`src/rtl/nibble_serial_adder_if.sv`:
```
// rtl/nibble_serial_adder_if.sv - start/operand/result bundle for nibble_serial_adder (Ovf with SERIAL_ADDER_OVF_EN)
interface nibble_serial_adder_if #(
  parameter int WIDTH = 16
);
  logic             start;
  logic [WIDTH-1:0] A;
  logic [WIDTH-1:0] B;
  logic             Cin;
  logic             busy;
  logic             done;
  logic [WIDTH-1:0] Sum;
  logic             Cout;
`ifdef SERIAL_ADDER_OVF_EN
  logic             Ovf;

  modport master (output start, A, B, Cin, input busy, done, Sum, Cout, Ovf);
  modport slave  (input start, A, B, Cin, output busy, done, Sum, Cout, Ovf);
`else
  modport master (output start, A, B, Cin, input busy, done, Sum, Cout);
  modport slave  (input start, A, B, Cin, output busy, done, Sum, Cout);
`endif
endinterface

```
`src/rtl/nibble_serial_adder.sv`:
```
// rtl/nibble_serial_adder.sv - WIDTH-bit adder through a 4-bit slice, one nibble per clock (Ovf with SERIAL_ADDER_OVF_EN)
module nibble_serial_adder #(
  parameter int WIDTH = 16
) (
  input  logic                  clk,
  input  logic                  rst,
  nibble_serial_adder_if.slave  bus
);
  localparam int NIBBLES = WIDTH / 4;
  localparam int IW      = (NIBBLES > 1) ? $clog2(NIBBLES) : 1;

  typedef enum logic [1:0] {IDLE, RUN, DONE} state_t;

  state_t           state, next_state;
  logic             accept;
  logic [WIDTH-1:0] a_sh, b_sh;
  logic [WIDTH-1:0] work, next_work;
  logic             carry;
  logic [IW-1:0]    idx;
  logic [4:0]       slice;
  logic             last;
  logic [WIDTH-1:0] sum_r;
  logic             cout_r;

  // Operands shift right so the current nibble is always at bit 0.
  assign slice = {1'b0, a_sh[3:0]} + {1'b0, b_sh[3:0]} + {4'b0000, carry};
  assign last  = (idx == IW'(NIBBLES - 1));

  always_comb begin
    next_work = work;
    next_work[4*int'(idx) +: 4] = slice[3:0];
  end

  always_ff @(posedge clk or posedge rst) begin
    if (rst) state <= IDLE;
    else     state <= next_state;
  end

  always_comb begin
    next_state = state;
    accept     = 1'b0;
    case (state)
      IDLE: if (bus.start) begin
        accept     = 1'b1;
        next_state = RUN;
      end
      RUN:  if (last) next_state = DONE;
      DONE: begin
        if (bus.start) begin
          accept     = 1'b1;
          next_state = RUN;
        end else begin
          next_state = IDLE;
        end
      end
      default: next_state = IDLE;
    endcase
  end

  always_ff @(posedge clk or posedge rst) begin
    if (rst) begin
      a_sh   <= '0;
      b_sh   <= '0;
      work   <= '0;
      carry  <= 1'b0;
      idx    <= '0;
      sum_r  <= '0;
      cout_r <= 1'b0;
    end else if (accept) begin
      a_sh  <= bus.A;
      b_sh  <= bus.B;
      carry <= bus.Cin;
      idx   <= '0;
      work  <= '0;
    end else if (state == RUN) begin
      a_sh  <= a_sh >> 4;
      b_sh  <= b_sh >> 4;
      carry <= slice[4];
      work  <= next_work;
      idx   <= idx + 1'b1;
      if (last) begin
        sum_r  <= next_work;
        cout_r <= slice[4];
      end
    end
  end

`ifdef SERIAL_ADDER_OVF_EN
  logic ovf_r;

  // Carry into bit 3 of the top nibble recovered as a3 ^ b3 ^ s3.
  always_ff @(posedge clk or posedge rst) begin
    if (rst)
      ovf_r <= 1'b0;
    else if (!accept && state == RUN && last)
      ovf_r <= a_sh[3] ^ b_sh[3] ^ slice[3] ^ slice[4];
  end

  assign bus.Ovf = ovf_r;
`endif

  assign bus.busy = (state == RUN);
  assign bus.done = (state == DONE);
  assign bus.Sum  = sum_r;
  assign bus.Cout = cout_r;
endmodule
```
`src/flat_wrapper.sv`:
```
// flat-port wrapper written by rule: the top's interface ports become plain ports
module nibble_serial_adder_flat 
#(
  parameter int WIDTH = 16
)
  (clk, rst, bus_start, bus_A, bus_B, bus_Cin, bus_busy, bus_done, bus_Sum, bus_Cout);
  nibble_serial_adder_if #(.WIDTH(WIDTH)) bus_i ();
  input  logic clk;
  input  logic rst;
  input wire logic [$bits(bus_i.start)-1:0] bus_start;
  input wire logic [$bits(bus_i.A)-1:0] bus_A;
  input wire logic [$bits(bus_i.B)-1:0] bus_B;
  input wire logic [$bits(bus_i.Cin)-1:0] bus_Cin;
  output wire logic [$bits(bus_i.busy)-1:0] bus_busy;
  output wire logic [$bits(bus_i.done)-1:0] bus_done;
  output wire logic [$bits(bus_i.Sum)-1:0] bus_Sum;
  output wire logic [$bits(bus_i.Cout)-1:0] bus_Cout;
  assign bus_i.start = bus_start;
  assign bus_i.A = bus_A;
  assign bus_i.B = bus_B;
  assign bus_i.Cin = bus_Cin;
  assign bus_busy = bus_i.busy;
  assign bus_done = bus_i.done;
  assign bus_Sum = bus_i.Sum;
  assign bus_Cout = bus_i.Cout;
  nibble_serial_adder #(.WIDTH(WIDTH)) u_core (.clk(clk), .rst(rst), .bus(bus_i));
endmodule
```
`config.mk`:
```
export PLATFORM = sky130hd
export DESIGN_NAME = nibble_serial_adder_flat
export DESIGN_NICKNAME = d
export VERILOG_FILES = /design/src/rtl/nibble_serial_adder_if.sv /design/src/rtl/nibble_serial_adder.sv /design/src/flat_wrapper.sv
export SDC_FILE = /design/constraint.sdc
export NUM_CORES = 1
export LEC_CHECK = 0
export ABC_AREA = 1
export BUFFER_PORTS_ARGS = -buffer_cell sky130_fd_sc_hd__buf_2
export CAP_MARGIN = 20
export CELL_PAD_IN_SITES_DETAIL_PLACEMENT = 1
export CELL_PAD_IN_SITES_GLOBAL_PLACEMENT = 1
export CORE_MARGIN = 2
export CORE_UTILIZATION = 42
export CTS_CLUSTER_SIZE = 14
export DETAILED_ROUTE_END_ITERATION = 10
export GPL_TIMING_DRIVEN = 0
export PLACE_DENSITY = 0.89
export SETUP_SLACK_MARGIN = 0.1
export SYNTH_ARGS = -nofsm -noshare
export SYNTH_HDL_FRONTEND = slang
export SYNTH_SLANG_ARGS = --single-unit
```
`constraint.sdc`:
```
create_clock -name clk -period 2.4 [get_ports clk]
set_input_delay 0.24 -clock clk [delete_from_list [all_inputs] [get_ports clk]]
set_output_delay 0.24 -clock clk [all_outputs]
set_load 0.005 [all_outputs]
```
==> flow_metrics.tcl <==
set metrics [dict create \
    outcome "complete, no violations" \
    layout_common_cells "nand2_1 (113), dfrtp_1 (70), buf_2 (66)" \
    ant_nets 0 \
    cp_max_fo 2 \
    ctsResizeCount 0 \
    final_core_util 0.5168 \
    stdcell_count 527 \
    synth_cells 359 \
    setup_viol 0 \
    slew_violations 0 \
    drt-pass1-iter-count 4 \
    vias_per_cell 5.087 \
    fmax_mhz 470.5 \
    hold_path_class "input pin to async pin" \
    pin_count 55 \
    tightest_slew_ns 0.8551 \
    start_kind "flop" \
    ys_warn_count 0 \
    drive_above_1_share 0.2150 \
    synthDistinctLibCells 24 \
    timing.rr.start "u_core.carry$_DFFE_PP0P_" \
    hold_viol_final 0 \
    skew_ns 0.01023 \
    area_delta_synth_final_pct 17.73 \
    layout.filler_cells 899 \
    grt_pass1_vias 3047 \
    grtUsageTotal 0.2160 \
    yosysSeqAreaShare 0.5443 \
    first_iter_violations 104 \
    cap_violations 0 \
    critical_path_class "flop to flop" \
    cts_tree "yes" \
    antenna-diode-count 0 \
    synth_seq_cells 70 \
    cts_setup_buffers 0 \
    post_drt_wl_per_cell_um 15.57 \
    grt_max_degree 71 \
    fin_ws_ns 0.2744 \
    critPathRequiredTime_ns 2.67 \
    vdd_ir_drop_max_uv 635.1 \
    syn_avg_cell_area_um2 8.964 \
    routabilityCongestion 0.8683 \
    drc_errors 0 \
    final_area_um2 3789 \
    postPlaceCellArea_um2 3615 \
    min_period_ns 2.126 \
    dp.cells 512 \
    worstReg2RegEnd "u_core.bus.Sum[13]$_DFFE_PP0P_" \
    rsz0062_at_grt "false" \
    fp.dieH_um 91.54 \
    totalWireLength_mm 8.203 \
    r2r_slack_ns 0.27 \
    dieArea_um2 8379 \
    worstPathArrival_ns 2.40 \
    relSlewSlack 0.4299 \
    syn_nets 406 \
    initial_core_util 0.4390 \
    p_per_area_nw_per_um2 1338 \
    ff2ff_path_depth 8 \
    mappedNetlistArea_um2 3218 \
    die_w_um 91.54 \
    p_leak_nw 1.937 \
    core_um2 7331 \
    grt_pass1_wl_mm 14.26 \
    dp_hpwl_mm 6.047 \
    place_ws_ns 0.3139 \
    antenna_found_initial 0 \
    grt_overflow 0 \
    clockBufferDepth 2 \
    crit_path_end_kind "flop" \
    timing.final.crit_share 0.8857 \
    root_buffer "clkbuf_8" \
    vias 2681 \
    portBuffers 54 \
    crit_start "u_core.carry$_DFFE_PP0P_" \
    clk_latency_ns 0.35 \
    rows 31 \
    final_net_count 471 \
    clock-sinks 70 \
    hold_buffers 0 \
    final_common_cell "nand2_1" \
    h-tree-depth 3 \
    cts_buffers 9 \
    crit_path_end "u_core.bus.Sum[13]$_DFFE_PP0P_" \
    path_clk_slew_ns 0.07 \
]
sequential cells by signal, summed over array words and instances, names as in the netlist:
name             cells
u_core.bus.Sum      16
u_core.carry         1
u_core.b_sh         16
u_core.a_sh         16
u_core.state         2
u_core.bus.Cout      1
u_core.idx           2
u_core.work         16
final cells by class:
type                            count  area (µm²)  area share
Multi-Input combinational cell    214        1160      0.3061
Tap cell                           99       123.9     0.03269
Sequential cell                    70        1752      0.4624
Clock inverter                      4       22.52    0.005945
Clock buffer                       11       151.4     0.03996
Buffer                             13       71.32     0.01882
Inverter                           62       237.7     0.06275
Timing Repair Buffer               54       270.3     0.07133
through the flow:
stage / power, mW / setup TNS, ns / hold slack [ns]
finish: 5.069 / 0 / 0.06591
global route: 5.523 / 0 / 0.08495
CTS: 5.118 / 0 / 0.08383
global placement: 4.070 / -29.65 / 0.4475
floorplan: 3.457 / 0 / 0.3610
detailed placement: 4.245 / 0 / 0.4540
how the worst min path moves through the flow:
| stage | slack [ns] | start | end | cells after the start |
|---|---|---|---|---|
| finish | 0.07 | rst | u_core.state[1]$_DFFE_PP0P_ | 2 |
| global route | 0.08 | bus_A[15] | u_core.a_sh[15]$_DFFE_PP0P_ | 3 |
| CTS | 0.08 | bus_A[14] | u_core.a_sh[14]$_DFFE_PP0P_ | 3 |
| detailed placement | 0.45 | bus_A[14] | u_core.a_sh[14]$_DFFE_PP0P_ | 3 |
| global placement | 0.45 | bus_B[12] | u_core.b_sh[12]$_DFFE_PP0P_ | 3 |
| floorplan | 0.36 | bus_A[12] | u_core.a_sh[12]$_DFFE_PP0P_ | 2 |
cells in the mapped netlist (all sizes together):
cell / n / area, µm²
o21ai: 30 / 150.1
nor3: 1 / 10.01
a21oi: 2 / 10.01
inv: 61 / 231.5
o221ai: 18 / 157.7
a22oi: 3 / 22.52
nor2: 7 / 33.78
fa: 2 / 40.04
clkinv: 1 / 3.750
nand3: 4 / 20.02
nand2: 116 / 456.7
buf: 13 / 71.32
dfrtp: 70 / 1752
o22ai: 11 / 68.82
nand4: 4 / 25.02
o211ai: 7 / 52.55
ha: 9 / 112.6
kinds of logic after synthesis:
family                   Yosys count  share of synthesized area
AND/OR/NAND/NOR                  132                     0.1695
buffers and inverters             75                    0.09526
AO/OA/AOI/OAI                     71                     0.1435
flip-flops                        70                     0.5443
adder cells (fa/ha/maj)           11                    0.04744
layer usage:
layer  share of wire  track usage
met5               0            0
met1            0.41       0.2496
met4           0.022      0.07323
met2            0.52       0.3830
met3           0.040      0.05975
where the power goes:
group / switching [mW] / leakage, nW / internal [mW]
sequential: 0.239 / 0.924 / 1.67
combinational: 1.52 / 0.922 / 0.787
clock: 0.440 / 0.0910 / 0.420
worst max-delay path, stage by stage, from the launching register on:
cell	delay (ns)
dfrtp_1	0.41
fa_1	0.46
inv_1	0.09
fa_1	0.43
nor2_1	0.18
nand2_1	0.10
nor2_1	0.14
a21oi_1	0.06
o21ai_0	0.17
No activity file was read; power rests on OpenSTA's default activity.
